===== config.mk =====
export PLATFORM = sky130hd
export DESIGN_NAME = uart_line_echo_buf_flat
export DESIGN_NICKNAME = d
export VERILOG_FILES = /design/src/rtl/uart_line_echo_buf_if.sv /design/src/rtl/uart_line_echo_buf.sv /design/src/flat_wrapper.sv
export SDC_FILE = /design/constraint.sdc
export NUM_CORES = 1
export LEC_CHECK = 0
export CORE_UTILIZATION = 45
export CTS_CLUSTER_DIAMETER = 200
export DETAILED_ROUTE_END_ITERATION = 7
export PLACE_DENSITY = 0.64
export SYNTH_ARGS = -nofsm -noshare
export SYNTH_HDL_FRONTEND = slang
export SYNTH_SLANG_ARGS = --single-unit

===== constraint.sdc =====
create_clock -name sclk -period 8.4 [get_ports sclk]
set_clock_uncertainty 0.05 [all_clocks]
set_input_delay 1.68 -clock sclk [delete_from_list [all_inputs] [get_ports sclk]]
set_output_delay 1.68 -clock sclk [all_outputs]
set_load 0.02 [all_outputs]

===== src/rtl/uart_line_echo_buf_if.sv =====
// Handshake bundle between uart_ctrler and the line echo buffer.
// master = uart_ctrler side, slave = echo buffer.
interface uart_line_echo_buf_if #(
  parameter int DEPTH_LOG2 = 4
);
  logic                  rx_done;
  logic [7:0]            rx_byte;
  logic                  tx_done;
  logic                  tx_trigger;
  logic [7:0]            tx_byte;
  logic [DEPTH_LOG2:0]   fifo_level;
  logic                  overflow;
  logic                  busy;

  modport master (
    output rx_done,
    output rx_byte,
    output tx_done,
    input  tx_trigger,
    input  tx_byte,
    input  fifo_level,
    input  overflow,
    input  busy
  );

  modport slave (
    input  rx_done,
    input  rx_byte,
    input  tx_done,
    output tx_trigger,
    output tx_byte,
    output fifo_level,
    output overflow,
    output busy
  );
endinterface


===== src/rtl/uart_line_echo_buf.sv =====
// Line-buffered echo: collects rx bytes in a FIFO and replays a whole
// line through the tx handshake once a terminator arrives or it fills.
module uart_line_echo_buf #(
  parameter int         DEPTH_LOG2    = 4,
  parameter logic [7:0] EOL_BYTE      = 8'h0D,
  parameter bit         CONVERT_UPPER = 1'b0
) (
  input logic                 sclk,
  input logic                 rst,
  uart_line_echo_buf_if.slave bus
);

  localparam logic [1:0] COLLECT = 2'd0;
  localparam logic [1:0] LOAD    = 2'd1;
  localparam logic [1:0] SEND    = 2'd2;
  localparam logic [1:0] WAIT    = 2'd3;

  localparam logic [DEPTH_LOG2:0] FULL_LVL =
    {1'b1, {DEPTH_LOG2{1'b0}}};

  logic [7:0]            mem [0:(1<<DEPTH_LOG2)-1];
  logic [DEPTH_LOG2-1:0] wr_ptr;
  logic [DEPTH_LOG2-1:0] rd_ptr;
  logic [DEPTH_LOG2:0]   level;
  logic [DEPTH_LOG2:0]   level_nxt;
  logic [DEPTH_LOG2:0]   eol_cnt;
  logic [1:0]            state;
  logic [1:0]            state_nxt;
  logic [7:0]            tx_q;
  logic                  ovf;
  logic [7:0]            head;
  logic                  full;
  logic                  pop;
  logic                  push;
  logic                  push_eol;
  logic                  pop_eol;

  function automatic logic [7:0] conv(input logic [7:0] b);
    if (CONVERT_UPPER && b >= 8'h61 && b <= 8'h7A)
      return b - 8'h20;
    return b;
  endfunction

  assign head     = mem[rd_ptr];
  assign full     = (level == FULL_LVL);
  assign pop      = (state == LOAD);
  // a pop in the same cycle frees the slot a full FIFO needs
  assign push     = bus.rx_done && (!full || pop);
  assign push_eol = push && (bus.rx_byte == EOL_BYTE);
  assign pop_eol  = pop && (head == EOL_BYTE);

  always_comb begin
    level_nxt = level;
    case ({push, pop})
      2'b10:   level_nxt = level + 1'b1;
      2'b01:   level_nxt = level - 1'b1;
      default: level_nxt = level;
    endcase
  end

  always_comb begin
    state_nxt = state;
    unique case (state)
      COLLECT:
        if (eol_cnt != '0 || full)
          state_nxt = LOAD;
      LOAD:
        state_nxt = SEND;
      SEND:
        state_nxt = WAIT;
      WAIT:
        if (bus.tx_done)
          state_nxt = (level_nxt != '0) ? LOAD : COLLECT;
      default:
        state_nxt = COLLECT;
    endcase
  end

  always_ff @(posedge sclk) begin
    if (push)
      mem[wr_ptr] <= bus.rx_byte;
  end

  always_ff @(posedge sclk) begin
    if (rst) begin
      state   <= COLLECT;
      level   <= '0;
      wr_ptr  <= '0;
      rd_ptr  <= '0;
      eol_cnt <= '0;
      tx_q    <= 8'h00;
      ovf     <= 1'b0;
    end else begin
      state <= state_nxt;
      level <= level_nxt;
      if (push)
        wr_ptr <= wr_ptr + 1'b1;
      if (pop) begin
        rd_ptr <= rd_ptr + 1'b1;
        tx_q   <= conv(head);
      end
      case ({push_eol, pop_eol})
        2'b10:   eol_cnt <= eol_cnt + 1'b1;
        2'b01:   eol_cnt <= eol_cnt - 1'b1;
        default: eol_cnt <= eol_cnt;
      endcase
      if (bus.rx_done && full && !pop)
        ovf <= 1'b1;
    end
  end

  assign bus.tx_trigger = (state == SEND);
  assign bus.tx_byte    = tx_q;
  assign bus.fifo_level = level;
  assign bus.overflow   = ovf;
  assign bus.busy       = (state != COLLECT);

endmodule


===== src/flat_wrapper.sv =====
// flat-port wrapper written by rule: the top's interface ports become plain ports
module uart_line_echo_buf_flat 
#(
  parameter int         DEPTH_LOG2    = 4,
  parameter logic [7:0] EOL_BYTE      = 8'h0D,
  parameter bit         CONVERT_UPPER = 1'b0
)
  (sclk, rst, bus_rx_done, bus_rx_byte, bus_tx_done, bus_tx_trigger, bus_tx_byte, bus_fifo_level, bus_overflow, bus_busy);
  uart_line_echo_buf_if #(.DEPTH_LOG2(DEPTH_LOG2)) bus_i ();
  input logic sclk;
  input logic rst;
  input wire logic [$bits(bus_i.rx_done)-1:0] bus_rx_done;
  input wire logic [$bits(bus_i.rx_byte)-1:0] bus_rx_byte;
  input wire logic [$bits(bus_i.tx_done)-1:0] bus_tx_done;
  output wire logic [$bits(bus_i.tx_trigger)-1:0] bus_tx_trigger;
  output wire logic [$bits(bus_i.tx_byte)-1:0] bus_tx_byte;
  output wire logic [$bits(bus_i.fifo_level)-1:0] bus_fifo_level;
  output wire logic [$bits(bus_i.overflow)-1:0] bus_overflow;
  output wire logic [$bits(bus_i.busy)-1:0] bus_busy;
  assign bus_i.rx_done = bus_rx_done;
  assign bus_i.rx_byte = bus_rx_byte;
  assign bus_i.tx_done = bus_tx_done;
  assign bus_tx_trigger = bus_i.tx_trigger;
  assign bus_tx_byte = bus_i.tx_byte;
  assign bus_fifo_level = bus_i.fifo_level;
  assign bus_overflow = bus_i.overflow;
  assign bus_busy = bus_i.busy;
  uart_line_echo_buf #(.DEPTH_LOG2(DEPTH_LOG2), .EOL_BYTE(EOL_BYTE), .CONVERT_UPPER(CONVERT_UPPER)) u_core (.sclk(sclk), .rst(rst), .bus(bus_i));
endmodule

==> impl_metrics.env <==
export IMPL_yosys_area_top_type_share=0.572
export IMPL_crit_arrival_ps=4980
export IMPL_cts_inserted_buffers=17
export IMPL_finalCriticalPeriod_ps=4690
export IMPL_dpl_cell_count=614
export IMPL_combPwrFrac=0.213
export IMPL_cts_setup_buffers=0
export IMPL_syn_area_per_cell_um2=16.1
export IMPL_seq_area_mm2=0.00451
export IMPL_r2r_cells=14
export IMPL_cts_sinks=161
export IMPL_p_seq_frac=0.447
export IMPL_first_iter_violations=312
export IMPL_clk_pin_slew_ps=60
export IMPL_endpoint_kind="flip-flop"
export IMPL_cts_resized_gates=0
export IMPL_grt_max_degree=32
export IMPL_synthArstFlopShare=0
export IMPL_die_height_um=124
export IMPL_setup_slack_ps=3710
export IMPL_insertion_delay_ps=430
export IMPL_switching_share=0.287
export IMPL_drive_gt1_frac=0.123
export IMPL_io_pins=28
export IMPL_synth_sequential_area_ratio=0.670
export IMPL_syn_nets=445
export IMPL_hold_viol=0
export IMPL_wl_per_cell_um=21.3
export IMPL_final_antenna_net_count=0
export IMPL_dp_slack_ps=3340
export IMPL_syn_to_final_growth_pct=14.7
export IMPL_r2r_slack_ps=3820
export IMPL_post_route_period_util=0.559
export IMPL_synth_area_mm2=0.00672
export IMPL_n_fill_cell=1166
export IMPL_synth_edff_count=128
export IMPL_avgViaCountPerCell=5.69
export IMPL_cts_buffer_depth=2
export IMPL_finalPower_mw=2.10
export IMPL_endpoint="u_core.eol_cnt[4]"
export IMPL_critical_path_class="input pin to flip-flop"
export IMPL_synth_area_leaders="edfxtp_1 57%, dfxtp_1 9.8%, mux4_1 6.3%"
export IMPL_cts_tree="done"
export IMPL_core_region_area_mm2=0.0145
export IMPL_worst_setup_path_start_kind="input pin"
export IMPL_setup_viol=0
export IMPL_dr_pass1_iters=5
export IMPL_ys_ff_latch=161
export IMPL_final_nets=477
export IMPL_antenna_cells=0
export IMPL_power_density_mw_per_mm2=272
export IMPL_grt_pass1_wl_mm=21.2
export IMPL_relSlewSlack=0.459
export IMPL_grtUsageTotal=0.188
export IMPL_row_count=44
export IMPL_start_util=0.462
export IMPL_ctsHtreeMaxLevel=4
export IMPL_min_path_type="flip-flop to flip-flop"
export IMPL_vdd_drop_max_mv=0.168
export IMPL_setup_tns_ps=0
export IMPL_p_leak_nw=2.56
export IMPL_grt_pass1_vias=3652
export IMPL_antenna_found_initial=0
export IMPL_worst_pin_slew_ps=812
export IMPL_dp_hpwl_mm=8.56
export IMPL_gp_congestion=0.771
export IMPL_power_frac_clock=0.339
export IMPL_root_buffer="clkbuf_16"
export IMPL_vias=3675
export IMPL_crit_start="bus_rx_done"
export IMPL_ys_flop_type="edfxtp_1"
export IMPL_portBuffers=27
export IMPL_p_switching_uw=603
export IMPL_dieArea_mm2=0.0154
export IMPL_stdcell_count=646
export IMPL_maxCapViolations=0
export IMPL_ctsHoldBuffers=0
export IMPL_mostFrequentLayoutCells="128 x edfxtp_1, 32 x dfxtp_1, 30 x nor2_1"
export IMPL_synth_cell_types=51
export IMPL_die_x_um=124
export IMPL_multi_input_area_mm2=0.00208
export IMPL_overflow=0
export IMPL_netlist_instances=417
export IMPL_required_ps=8690
export IMPL_r2r_end="u_core.eol_cnt[4]"
export IMPL_critPathMaxFanout=11
export IMPL_holdWs_ps=423
export IMPL_yosys_warnings=0
export IMPL_outcome="finished clean"
export IMPL_routed_wirelength_mm=13.8
export IMPL_rsz0062_at_grt="no"
export IMPL_final_max_slew_violation_count=0
export IMPL_remaining_drc_errors=0
export IMPL_power_internal_mw=1.50
export IMPL_final_common_cell="edfxtp_1"
export IMPL_fmax_mhz=213
export IMPL_yosysTopAreaCell="edfxtp_1"
-- synth_stat cells (all sizes together), types with 5 or more instances --
| cell type | n |
|---|---|
| nor2b | 5 |
| clkbuf | 10 |
| a21oi | 16 |
| dfxtp | 33 |
| nand2 | 12 |
| o21ai | 9 |
| mux2i | 8 |
| ha | 15 |
| nor3 | 8 |
| mux4 | 32 |
| inv | 15 |
| edfxtp | 128 |
| o22ai | 6 |
| buf | 7 |
| xnor2 | 8 |
| xor2 | 5 |
| a22oi | 5 |
| and2 | 22 |
| nor2 | 30 |
-- cell families after synthesis --
| group | Yosys count | synth area share |
|---|---|---|
| and+or+nand+nor | 102 | 0.0810 |
| xor gates and xnor gates | 13 | 0.0169 |
| buffers and inverters | 32 | 0.0203 |
| AOI/OAI and AO/OA | 52 | 0.0510 |
| adders and majority gates | 16 | 0.0309 |
| muxes | 41 | 0.130 |
| DFF | 161 | 0.670 |
-- power groups by stage --
stage	sequential, mW	combinational (mW)	clock (mW)
finish	0.939	0.448	0.712
global route	0.945	0.490	0.752
CTS	0.939	0.453	0.722
detailed placement	0.956	0.450	0
global placement	0.953	0.444	0
floorplan	0.969	0.302	0
-- layer usage --
metal	wire, µm	GRT usage
met2	6820	0.302
met1	6190	0.253
met4	102	0.0546
met5	0	0
met3	670	0.0478
-- layout make-up --
cell class	count	area share
sequential	161	0.584
multi-input combinational	224	0.270
clock buffer	17	0.0552
timing repair buffer	30	0.0380
tap	184	0.0299
clock inverter	15	0.0156
inverter	15	0.00730
-- sequential cells by signal (all words and copies together) (netlist names), named ones only --
signal / cells
u_core.mem: 128
u_core.bus.tx_byte: 8
u_core.bus.overflow: 1
u_core.wr_ptr: 4
u_core.bus.fifo_level: 5
u_core.eol_cnt: 5
u_core.rd_ptr: 4
u_core.state: 2
-- per-stage QoR --
step / cell area, µm² / utilization
detailed placement: 7170 / 0.493
global route: 7710 / 0.531
floorplan: 6720 / -
global placement: 7170 / 0.493
finish: 7710 / 0.531
CTS: 7710 / 0.531
-- worst max-delay path, cell delays in order --
cell and delay, ps:
clkdlybuf4s50_1 700, inv_1 100, a31oi_1 510, nand3_1 230
ha_1 300, ha_1 330, nor2b_1 160, o21ai_0 210
a21oi_1 120, or4_1 470, a21oi_1 170
-- worst min-delay path by stage --
stage,start,end,slack (ps),cells after the start
after floorplan,u_core.eol_cnt[4],u_core.eol_cnt[4],400,2
after global placement,u_core.bus.overflow,u_core.bus.overflow,400,2
after detailed placement,u_core.bus.overflow,u_core.bus.overflow,410,2
after CTS,u_core.bus.overflow,u_core.bus.overflow,420,2
after global routing,u_core.bus.overflow,u_core.bus.overflow,460,2
final,u_core.bus.overflow,u_core.bus.overflow,420,2
No activity file was read; power rests on OpenSTA's default activity.
